`src/rtl/spi_master_cmd_if.sv`:
```
// spi_master_cmd_if: command, response and SPI pin bundle for spi_master_cmd.
// Latency: none (plain wires).
// Backpressure: cmd_valid/cmd_ready handshake; responses are unthrottled pulses.
// Ports: cmd_* request, rsp_* reply, busy status, sclk/cs_n/mosi/miso pins.
// Modports: master = the SPI master block, slave = the controller/pin side facing it.
interface spi_master_cmd_if;
  logic        cmd_valid;
  logic        cmd_ready;
  logic [7:0]  cmd_opcode;
  logic [31:0] cmd_data;
  logic        rsp_valid;
  logic [31:0] rsp_data;
  logic        rsp_err;
  logic        busy;
  logic        sclk;
  logic        cs_n;
  logic        mosi;
  logic        miso;

  modport master (
    input  cmd_valid, cmd_opcode, cmd_data, miso,
    output cmd_ready, rsp_valid, rsp_data, rsp_err, busy, sclk, cs_n, mosi
  );

  modport slave (
    output cmd_valid, cmd_opcode, cmd_data, miso,
    input  cmd_ready, rsp_valid, rsp_data, rsp_err, busy, sclk, cs_n, mosi
  );
endinterface

```
`src/rtl/spi_master_cmd.sv`:
```
// spi_master_cmd: SPI mode-0 master sending {opcode, data} frames and capturing the 32-bit reply field.
// Latency: one frame; rsp_valid pulses on the clk edge that raises cs_n after the CS hold time.
// Backpressure: cmd_ready only in IDLE; cmd_valid while busy is ignored, never queued.
// Ports: clk, rst (async, active high); bus = spi_master_cmd_if.master (cmd_*, rsp_*, busy, sclk, cs_n, mosi, miso).
// Optional: define SPI_MASTER_PARITY_EN for a 41st even-parity bit on MOSI and a parity check on MISO (rsp_err).
module spi_master_cmd #(
  parameter int CLK_DIV      = 4,
  parameter int CS_SETUP_CYC = 2,
  parameter int CS_HOLD_CYC  = 2,
  parameter int CS_GAP_CYC   = 4
) (
  input  logic             clk,
  input  logic             rst,
  spi_master_cmd_if.master bus
);
`ifdef SPI_MASTER_PARITY_EN
  localparam int N_BITS = 41;
`else
  localparam int N_BITS = 40;
`endif
  // first low phase must also satisfy the SCLK half-period
  localparam int SETUP_LEN = (CS_SETUP_CYC > CLK_DIV) ? CS_SETUP_CYC : CLK_DIV;
  localparam int HOLD_LEN  = (CS_HOLD_CYC > 1) ? CS_HOLD_CYC : 1;
  localparam int GAP_LEN   = (CS_GAP_CYC > 1) ? CS_GAP_CYC : 1;
  localparam int MAX_A     = (CLK_DIV > CS_SETUP_CYC) ? CLK_DIV : CS_SETUP_CYC;
  localparam int MAX_B     = (CS_HOLD_CYC > CS_GAP_CYC) ? CS_HOLD_CYC : CS_GAP_CYC;
  localparam int MAX_CYC   = (MAX_A > MAX_B) ? MAX_A : MAX_B;
  localparam int DIV_W     = $clog2(MAX_CYC + 1);
  localparam int BIT_W     = $clog2(N_BITS + 1);

  typedef enum logic [2:0] {IDLE, SETUP, SCLK_HI, SCLK_LO, HOLD, GAP} state_t;

  state_t            state, state_nxt;
  logic [DIV_W-1:0]  div_cnt, phase_last;
  logic [BIT_W-1:0]  bit_cnt;
  logic [N_BITS-1:0] tx_sh, frame_word;
  logic [31:0]       rx_sh;
  logic              miso_meta, miso_sync;
  logic              sclk_q, cs_n_q, mosi_q, rsp_valid_q, rsp_err_q;
  logic [31:0]       rsp_data_q;
  logic              accept, phase_done, last_bit;
  logic              load, sclk_rise, sclk_fall, frame_end;
`ifdef SPI_MASTER_PARITY_EN
  logic              rx_par;
`endif

  assign accept   = bus.cmd_valid && (state == IDLE);
  assign last_bit = (bit_cnt == BIT_W'(N_BITS - 1));

`ifdef SPI_MASTER_PARITY_EN
  assign frame_word = {bus.cmd_opcode, bus.cmd_data, ^{bus.cmd_opcode, bus.cmd_data}};
`else
  assign frame_word = {bus.cmd_opcode, bus.cmd_data};
`endif

  // state register
  always_ff @(posedge clk or posedge rst) begin
    if (rst) state <= IDLE;
    else     state <= state_nxt;
  end

  // next state: every timed phase ends when div_cnt reaches that phase's last cycle
  always_comb begin
    phase_last = '0;
    case (state)
      SETUP:            phase_last = DIV_W'(SETUP_LEN - 1);
      SCLK_HI, SCLK_LO: phase_last = DIV_W'(CLK_DIV - 1);
      HOLD:             phase_last = DIV_W'(HOLD_LEN - 1);
      GAP:              phase_last = DIV_W'(GAP_LEN - 1);
      default:          phase_last = '0;
    endcase
    phase_done = (div_cnt == phase_last);
    state_nxt  = state;
    case (state)
      IDLE:    if (accept)     state_nxt = SETUP;
      SETUP:   if (phase_done) state_nxt = SCLK_HI;
      SCLK_HI: if (phase_done) state_nxt = last_bit ? HOLD : SCLK_LO;
      SCLK_LO: if (phase_done) state_nxt = SCLK_HI;
      HOLD:    if (phase_done) state_nxt = GAP;
      GAP:     if (phase_done) state_nxt = IDLE;
      default:                 state_nxt = IDLE;
    endcase
  end

  // output decode: strobes that update the registered pins and datapath
  always_comb begin
    load      = 1'b0;
    sclk_rise = 1'b0;
    sclk_fall = 1'b0;
    frame_end = 1'b0;
    case (state)
      IDLE:           load      = accept;
      SETUP, SCLK_LO: sclk_rise = phase_done;
      SCLK_HI:        sclk_fall = phase_done;
      HOLD:           frame_end = phase_done;
      default:        ;
    endcase
  end

  // pins are registered so sclk/cs_n never glitch and drop immediately on reset
  always_ff @(posedge clk or posedge rst) begin
    if (rst) begin
      miso_meta   <= 1'b0;
      miso_sync   <= 1'b0;
      div_cnt     <= '0;
      bit_cnt     <= '0;
      tx_sh       <= '0;
      rx_sh       <= '0;
      sclk_q      <= 1'b0;
      cs_n_q      <= 1'b1;
      mosi_q      <= 1'b0;
      rsp_valid_q <= 1'b0;
      rsp_data_q  <= '0;
      rsp_err_q   <= 1'b0;
`ifdef SPI_MASTER_PARITY_EN
      rx_par      <= 1'b0;
`endif
    end else begin
      miso_meta   <= bus.miso;
      miso_sync   <= miso_meta;
      rsp_valid_q <= frame_end;
      if (state_nxt != state || state == IDLE) div_cnt <= '0;
      else                                     div_cnt <= div_cnt + DIV_W'(1);

      if (load) begin
        tx_sh   <= frame_word;
        mosi_q  <= frame_word[N_BITS-1];
        cs_n_q  <= 1'b0;
        bit_cnt <= '0;
`ifdef SPI_MASTER_PARITY_EN
        rx_par  <= 1'b0;
`endif
      end
      if (sclk_rise) sclk_q <= 1'b1;
      if (sclk_fall) begin
        sclk_q  <= 1'b0;
        bit_cnt <= bit_cnt + BIT_W'(1);
`ifdef SPI_MASTER_PARITY_EN
        // parity bit is checked, not kept: rx_sh ends up holding the 32 field bits
        rx_par  <= rx_par ^ miso_sync;
        if (!last_bit) rx_sh <= {rx_sh[30:0], miso_sync};
`else
        rx_sh   <= {rx_sh[30:0], miso_sync};
`endif
        if (!last_bit) begin
          mosi_q <= tx_sh[N_BITS-2];
          tx_sh  <= tx_sh << 1;
        end
      end
      if (frame_end) begin
        cs_n_q     <= 1'b1;
        mosi_q     <= 1'b0;
        rsp_data_q <= rx_sh;
`ifdef SPI_MASTER_PARITY_EN
        // XOR over all 41 received bits is zero when the slave parity is right
        rsp_err_q  <= rx_par;
`endif
      end
    end
  end

  assign bus.cmd_ready = (state == IDLE);
  assign bus.busy      = (state != IDLE);
  assign bus.sclk      = sclk_q;
  assign bus.cs_n      = cs_n_q;
  assign bus.mosi      = mosi_q;
  assign bus.rsp_valid = rsp_valid_q;
  assign bus.rsp_data  = rsp_data_q;
  assign bus.rsp_err   = rsp_err_q;
endmodule

```
`src/flat_wrapper.sv`:
```
// flat-port wrapper written by rule: the top's interface ports become plain ports
module spi_master_cmd_flat 
#(
  parameter int CLK_DIV      = 4,
  parameter int CS_SETUP_CYC = 2,
  parameter int CS_HOLD_CYC  = 2,
  parameter int CS_GAP_CYC   = 4
)
  (clk, rst, bus_cmd_valid, bus_cmd_opcode, bus_cmd_data, bus_miso, bus_cmd_ready, bus_rsp_valid, bus_rsp_data, bus_rsp_err, bus_busy, bus_sclk, bus_cs_n, bus_mosi);
  spi_master_cmd_if bus_i ();
  input  logic clk;
  input  logic rst;
  input wire logic [$bits(bus_i.cmd_valid)-1:0] bus_cmd_valid;
  input wire logic [$bits(bus_i.cmd_opcode)-1:0] bus_cmd_opcode;
  input wire logic [$bits(bus_i.cmd_data)-1:0] bus_cmd_data;
  input wire logic [$bits(bus_i.miso)-1:0] bus_miso;
  output wire logic [$bits(bus_i.cmd_ready)-1:0] bus_cmd_ready;
  output wire logic [$bits(bus_i.rsp_valid)-1:0] bus_rsp_valid;
  output wire logic [$bits(bus_i.rsp_data)-1:0] bus_rsp_data;
  output wire logic [$bits(bus_i.rsp_err)-1:0] bus_rsp_err;
  output wire logic [$bits(bus_i.busy)-1:0] bus_busy;
  output wire logic [$bits(bus_i.sclk)-1:0] bus_sclk;
  output wire logic [$bits(bus_i.cs_n)-1:0] bus_cs_n;
  output wire logic [$bits(bus_i.mosi)-1:0] bus_mosi;
  assign bus_i.cmd_valid = bus_cmd_valid;
  assign bus_i.cmd_opcode = bus_cmd_opcode;
  assign bus_i.cmd_data = bus_cmd_data;
  assign bus_i.miso = bus_miso;
  assign bus_cmd_ready = bus_i.cmd_ready;
  assign bus_rsp_valid = bus_i.rsp_valid;
  assign bus_rsp_data = bus_i.rsp_data;
  assign bus_rsp_err = bus_i.rsp_err;
  assign bus_busy = bus_i.busy;
  assign bus_sclk = bus_i.sclk;
  assign bus_cs_n = bus_i.cs_n;
  assign bus_mosi = bus_i.mosi;
  spi_master_cmd #(.CLK_DIV(CLK_DIV), .CS_SETUP_CYC(CS_SETUP_CYC), .CS_HOLD_CYC(CS_HOLD_CYC), .CS_GAP_CYC(CS_GAP_CYC)) u_core (.clk(clk), .rst(rst), .bus(bus_i));
endmodule
```
`config.mk`:
```
export PLATFORM = sky130hd
export DESIGN_NAME = spi_master_cmd_flat
export DESIGN_NICKNAME = d
export VERILOG_FILES = /design/src/rtl/spi_master_cmd_if.sv /design/src/rtl/spi_master_cmd.sv /design/src/flat_wrapper.sv
export SDC_FILE = /design/constraint.sdc
export NUM_CORES = 1
export LEC_CHECK = 0
export CAP_MARGIN = 20
export CORE_MARGIN = 1
export CORE_UTILIZATION = 50
export DETAILED_ROUTE_END_ITERATION = 16
export GPL_TIMING_DRIVEN = 1
export PLACE_DENSITY = 0.83
export SLEW_MARGIN = 5
export SYNTH_ARGS = -nofsm -noshare
export SYNTH_HDL_FRONTEND = slang
export SYNTH_SLANG_ARGS = --single-unit
export TNS_END_PERCENT = 20
```
`constraint.sdc`:
```
create_clock -name clk -period 7.15 [get_ports clk]
set_input_delay 1.43 -clock clk [delete_from_list [all_inputs] [get_ports clk]]
set_output_delay 1.43 -clock clk [all_outputs]
set_load 0.01 [all_outputs]
```
==> impl_results.md <==
* WHS Endpoint: u_core.miso_sync$_DFF_PP0_
* Inserted Clock Buffers at 17
* Initial antenna violation count at 0
* Clk sinks at about 120
* Layout cell share with drive strength beyond 1 at 0.120
* Port Buf Inserts at between 80 and 90
* DIE WIDTH at about 100 um
* Critical path's slowest cell: or3_1
* P&R area growth vs syn at 28.9%
* Critical path launch point type: register
* Hold Path Class: reg2reg
* Relative slew margins at 0.297
* Worst hold path cell count at 0
* M1 WL at 4560 um
* Starting Density at 0.523
* Largest net degree at the start of global routing at 79
* Clock slew at reported path FFs at roughly 60 ps
* WS Path Type: reg2out
* Reg-to-Reg Start: u_core.state[2]$_DFF_PP0_
* # DRC at 0
* Top Layer Used: met4
* Vias in the first global route at about 3,800
* Worst skew pair latency at around 520 ps
* Crit Path Max Fanout at 12
* Io pins at 83
* Outcome: finished clean
* Congestion Overflow GR at 0
* Placer Congestion at ~0.8
* R2r setup slk at slightly above 4000 ps
* Die area at between 10,000 and 15,000 sq um
* Clock skew at 12.0 ps
* Fin crit share at 0.513
* Synth warn at 1
* Worst Path Buf+Inv at 2
* DPL Wire Length at roughly 6400 um
* Synthesized net count at approximately 530
* Reg2reg end: u_core.bus.rsp_data[21]$_DFFE_PP0P_
* Via count at 3,694
* Synth Cell Area at 5180 sq um
* Crit path time final at roughly 3700 ps
* Main flop type after synthesis: dfrtp_1
* Die Ht at 104 um
* Leakage at between 3 and 4 nW
* H-tree depth at 4
* Clock Tree Root: clkbuf_8
* Post-synth EDFFs at 0
* Mapped Avg Cell Area at ~11 sq um
* Sequential area share after synthesis at 0.585
* Core ar. at approximately 9900 sq um
* Post-synth ARST share at 1.00
* First-pass GRT wire length at between 15,000 and 20,000 um
* VDD IR-drop max at between 150 and 200 uV
* Worst Reg2Reg Path Length in Cells at 6
* Final setup viols at 0
* Crit-path max cell delay at roughly 560 ps
* MaxCap Viol Count at 0
* Measured slew at the worst slew-check pin at 1050 ps
* Cts-stage hold buffer count at 0
* Mapped Cells at 480
* WHS at 360 ps
* HP Start: u_core.miso_meta$_DFF_PP0_
* Crit path cell chain: or3_1, inv_1, clkdlybuf4s50_1
* RSZ-0062 raised after global routing: no
* Synth Register Bits at 121
* CTS tree: done
* Delay-heaviest family, CP: buffers and inverters
* First-pass DRT Iterations at 4
* Diodes inserted at 0
* Final Hold Vio Count at 0
* Setup_tns at 0 ps
* Highest clock rate at between 0.2 and 0.3 GHz
* Wire length on met2 at 5310 um
* Library cells used by synthesis at 47
* # resized after CTS at 0
* Power Dens Cells at around 330 nW/um^2
* Total GRT Usage at 0.210
* Total power at between 2 and 2.5 mW
* Routed WL at roughly 11,000 um
* WP data required at between 5000 and 6000 ps
* Nets at around 600
* Post-DRT Antenna Nets at 0
* Post-CTS Setup Bufs at 0
* Clock Path Buffers at 2
* Arr. time, crit path at approximately 2200 ps
* CP Capture Type: output port
* Max Slew Vio Count at 0
* DRT iter0 DRCs at around 190
* Vias per std cell at ~5.3
* Avg WL per Cell at ~15 um
* Met3 wire len at about 430 um
* Rows at 36
-- flip-flops by register name, indices dropped and copies added (netlist names) --
signal                flops
u_core.div_cnt            3
u_core.rx_sh             32
u_core.state              3
u_core.miso_meta          1
u_core.bus.rsp_data      32
u_core.bus.rsp_valid      1
u_core.bus.sclk           1
u_core.bus.cs_n           1
u_core.bus.mosi           1
u_core.tx_sh             39
u_core.miso_sync          1
u_core.bit_cnt            6
-- cell families (layout without fill, tap and decap cells) --
kind of cell / count (synthesis) / count (layout) / synth area share
adders and majority gates: 2 / 2 / 0.00483
DFF: 121 / 121 / 0.585
muxes: 72 / 72 / 0.153
buffers and inverters: 36 / 125 / 0.0336
other: 1 / 1 / 0.000724
xor gates and xnor gates: 2 / 2 / 0.00338
and+or+nand+nor: 182 / 182 / 0.150
AOI/OAI and AO/OA: 64 / 64 / 0.0696
-- routing by layer --
layer / GRT usage / vias up
met2: 0.337 / 83
met3: 0.0623 / 17
li1: - / 1773
met1: 0.265 / 1821
met5: 0 / -
met4: 0.0939 / 0
-- worst max path at each step --
stage	startpoint	to	slack (ps)	depth (start not counted)
2_1_floorplan	rst	u_core.bit_cnt[0]$_DFFE_PP0P_	2510	1
3_3_place_gp	bus_cmd_valid	u_core.bit_cnt[5]$_DFFE_PP0P_	3840	7
3_5_place_dp	bus_cmd_valid	u_core.bit_cnt[2]$_DFFE_PP0P_	3820	7
4_1_cts	u_core.state[2]$_DFF_PP0_	bus_cmd_ready	3470	3
5_1_grt	u_core.state[1]$_DFF_PP0_	bus_cmd_ready	3410	3
6_report	u_core.state[2]$_DFF_PP0_	bus_cmd_ready	3480	3
-- worst register-to-register path, delay by kind of cell (launching register included) --
kind          cells  cell delay [ps]
simple gates      4             1710
flops             1              510
mux               1              380
buf+inv           1              370
-- where the power goes --
part	leakage (nW)	total [mW]	switching, mW	internal [mW]
Sequential	1.55	0.961	0.119	0.842
Clock	0.295	0.868	0.308	0.560
Combinational	1.21	0.399	0.208	0.192
-- cell type report --
cell class | count | area [sq um]
tap | 133 | 166
inverter | 7 | 33.8
multi-input combinational | 323 | 1990
timing repair buffer | 86 | 848
clock buffer | 22 | 463
clock inverter | 10 | 143
fill | 751 | 3230
sequential | 121 | 3030
-- layout by cell type (no fill, tap or decap), drive strengths merged, types with 5 or more instances in the layout --
master / n
o21ai: 9
buf: 5
nand2: 108
clkdlybuf4s50: 81
mux2: 32
dfrtp: 120
mux2i: 40
nor2: 49
inv: 7
a21oi: 41
clkinv: 6
clkbuf: 22
-- Yosys cell counts (all sizes together) (2+ instances only) --
cell type / instances / area, sq um
a21oi: 41 / 205
dfrtp: 120 / 3000
mux2: 32 / 394
inv: 7 / 31.3
nor3: 3 / 20.0
nor2: 49 / 184
mux2i: 40 / 400
a221oi: 2 / 17.5
nand2: 108 / 405
or4: 2 / 15.0
a21o: 2 / 15.0
buf: 15 / 90.1
o21ai: 9 / 45.0
a211oi: 3 / 22.5
nor4: 2 / 27.5
clkbuf: 14 / 52.6
nand3: 3 / 15.0
ha: 2 / 25.0
nand2b: 3 / 18.8
or3: 3 / 18.8
nor3b: 2 / 15.0
-- metrics by stage --
stage	setup WS, ps	area, sq um	util	cells
after CTS	3470	6680	0.674	702
final	3480	6680	0.674	702
after floorplan	2510	5180	-	480
after global placement	3840	6070	0.613	670
after global routing	3410	6680	0.674	702
after detailed placement	3820	6070	0.613	670
Note: power is estimated with default switching activity, not from simulation.
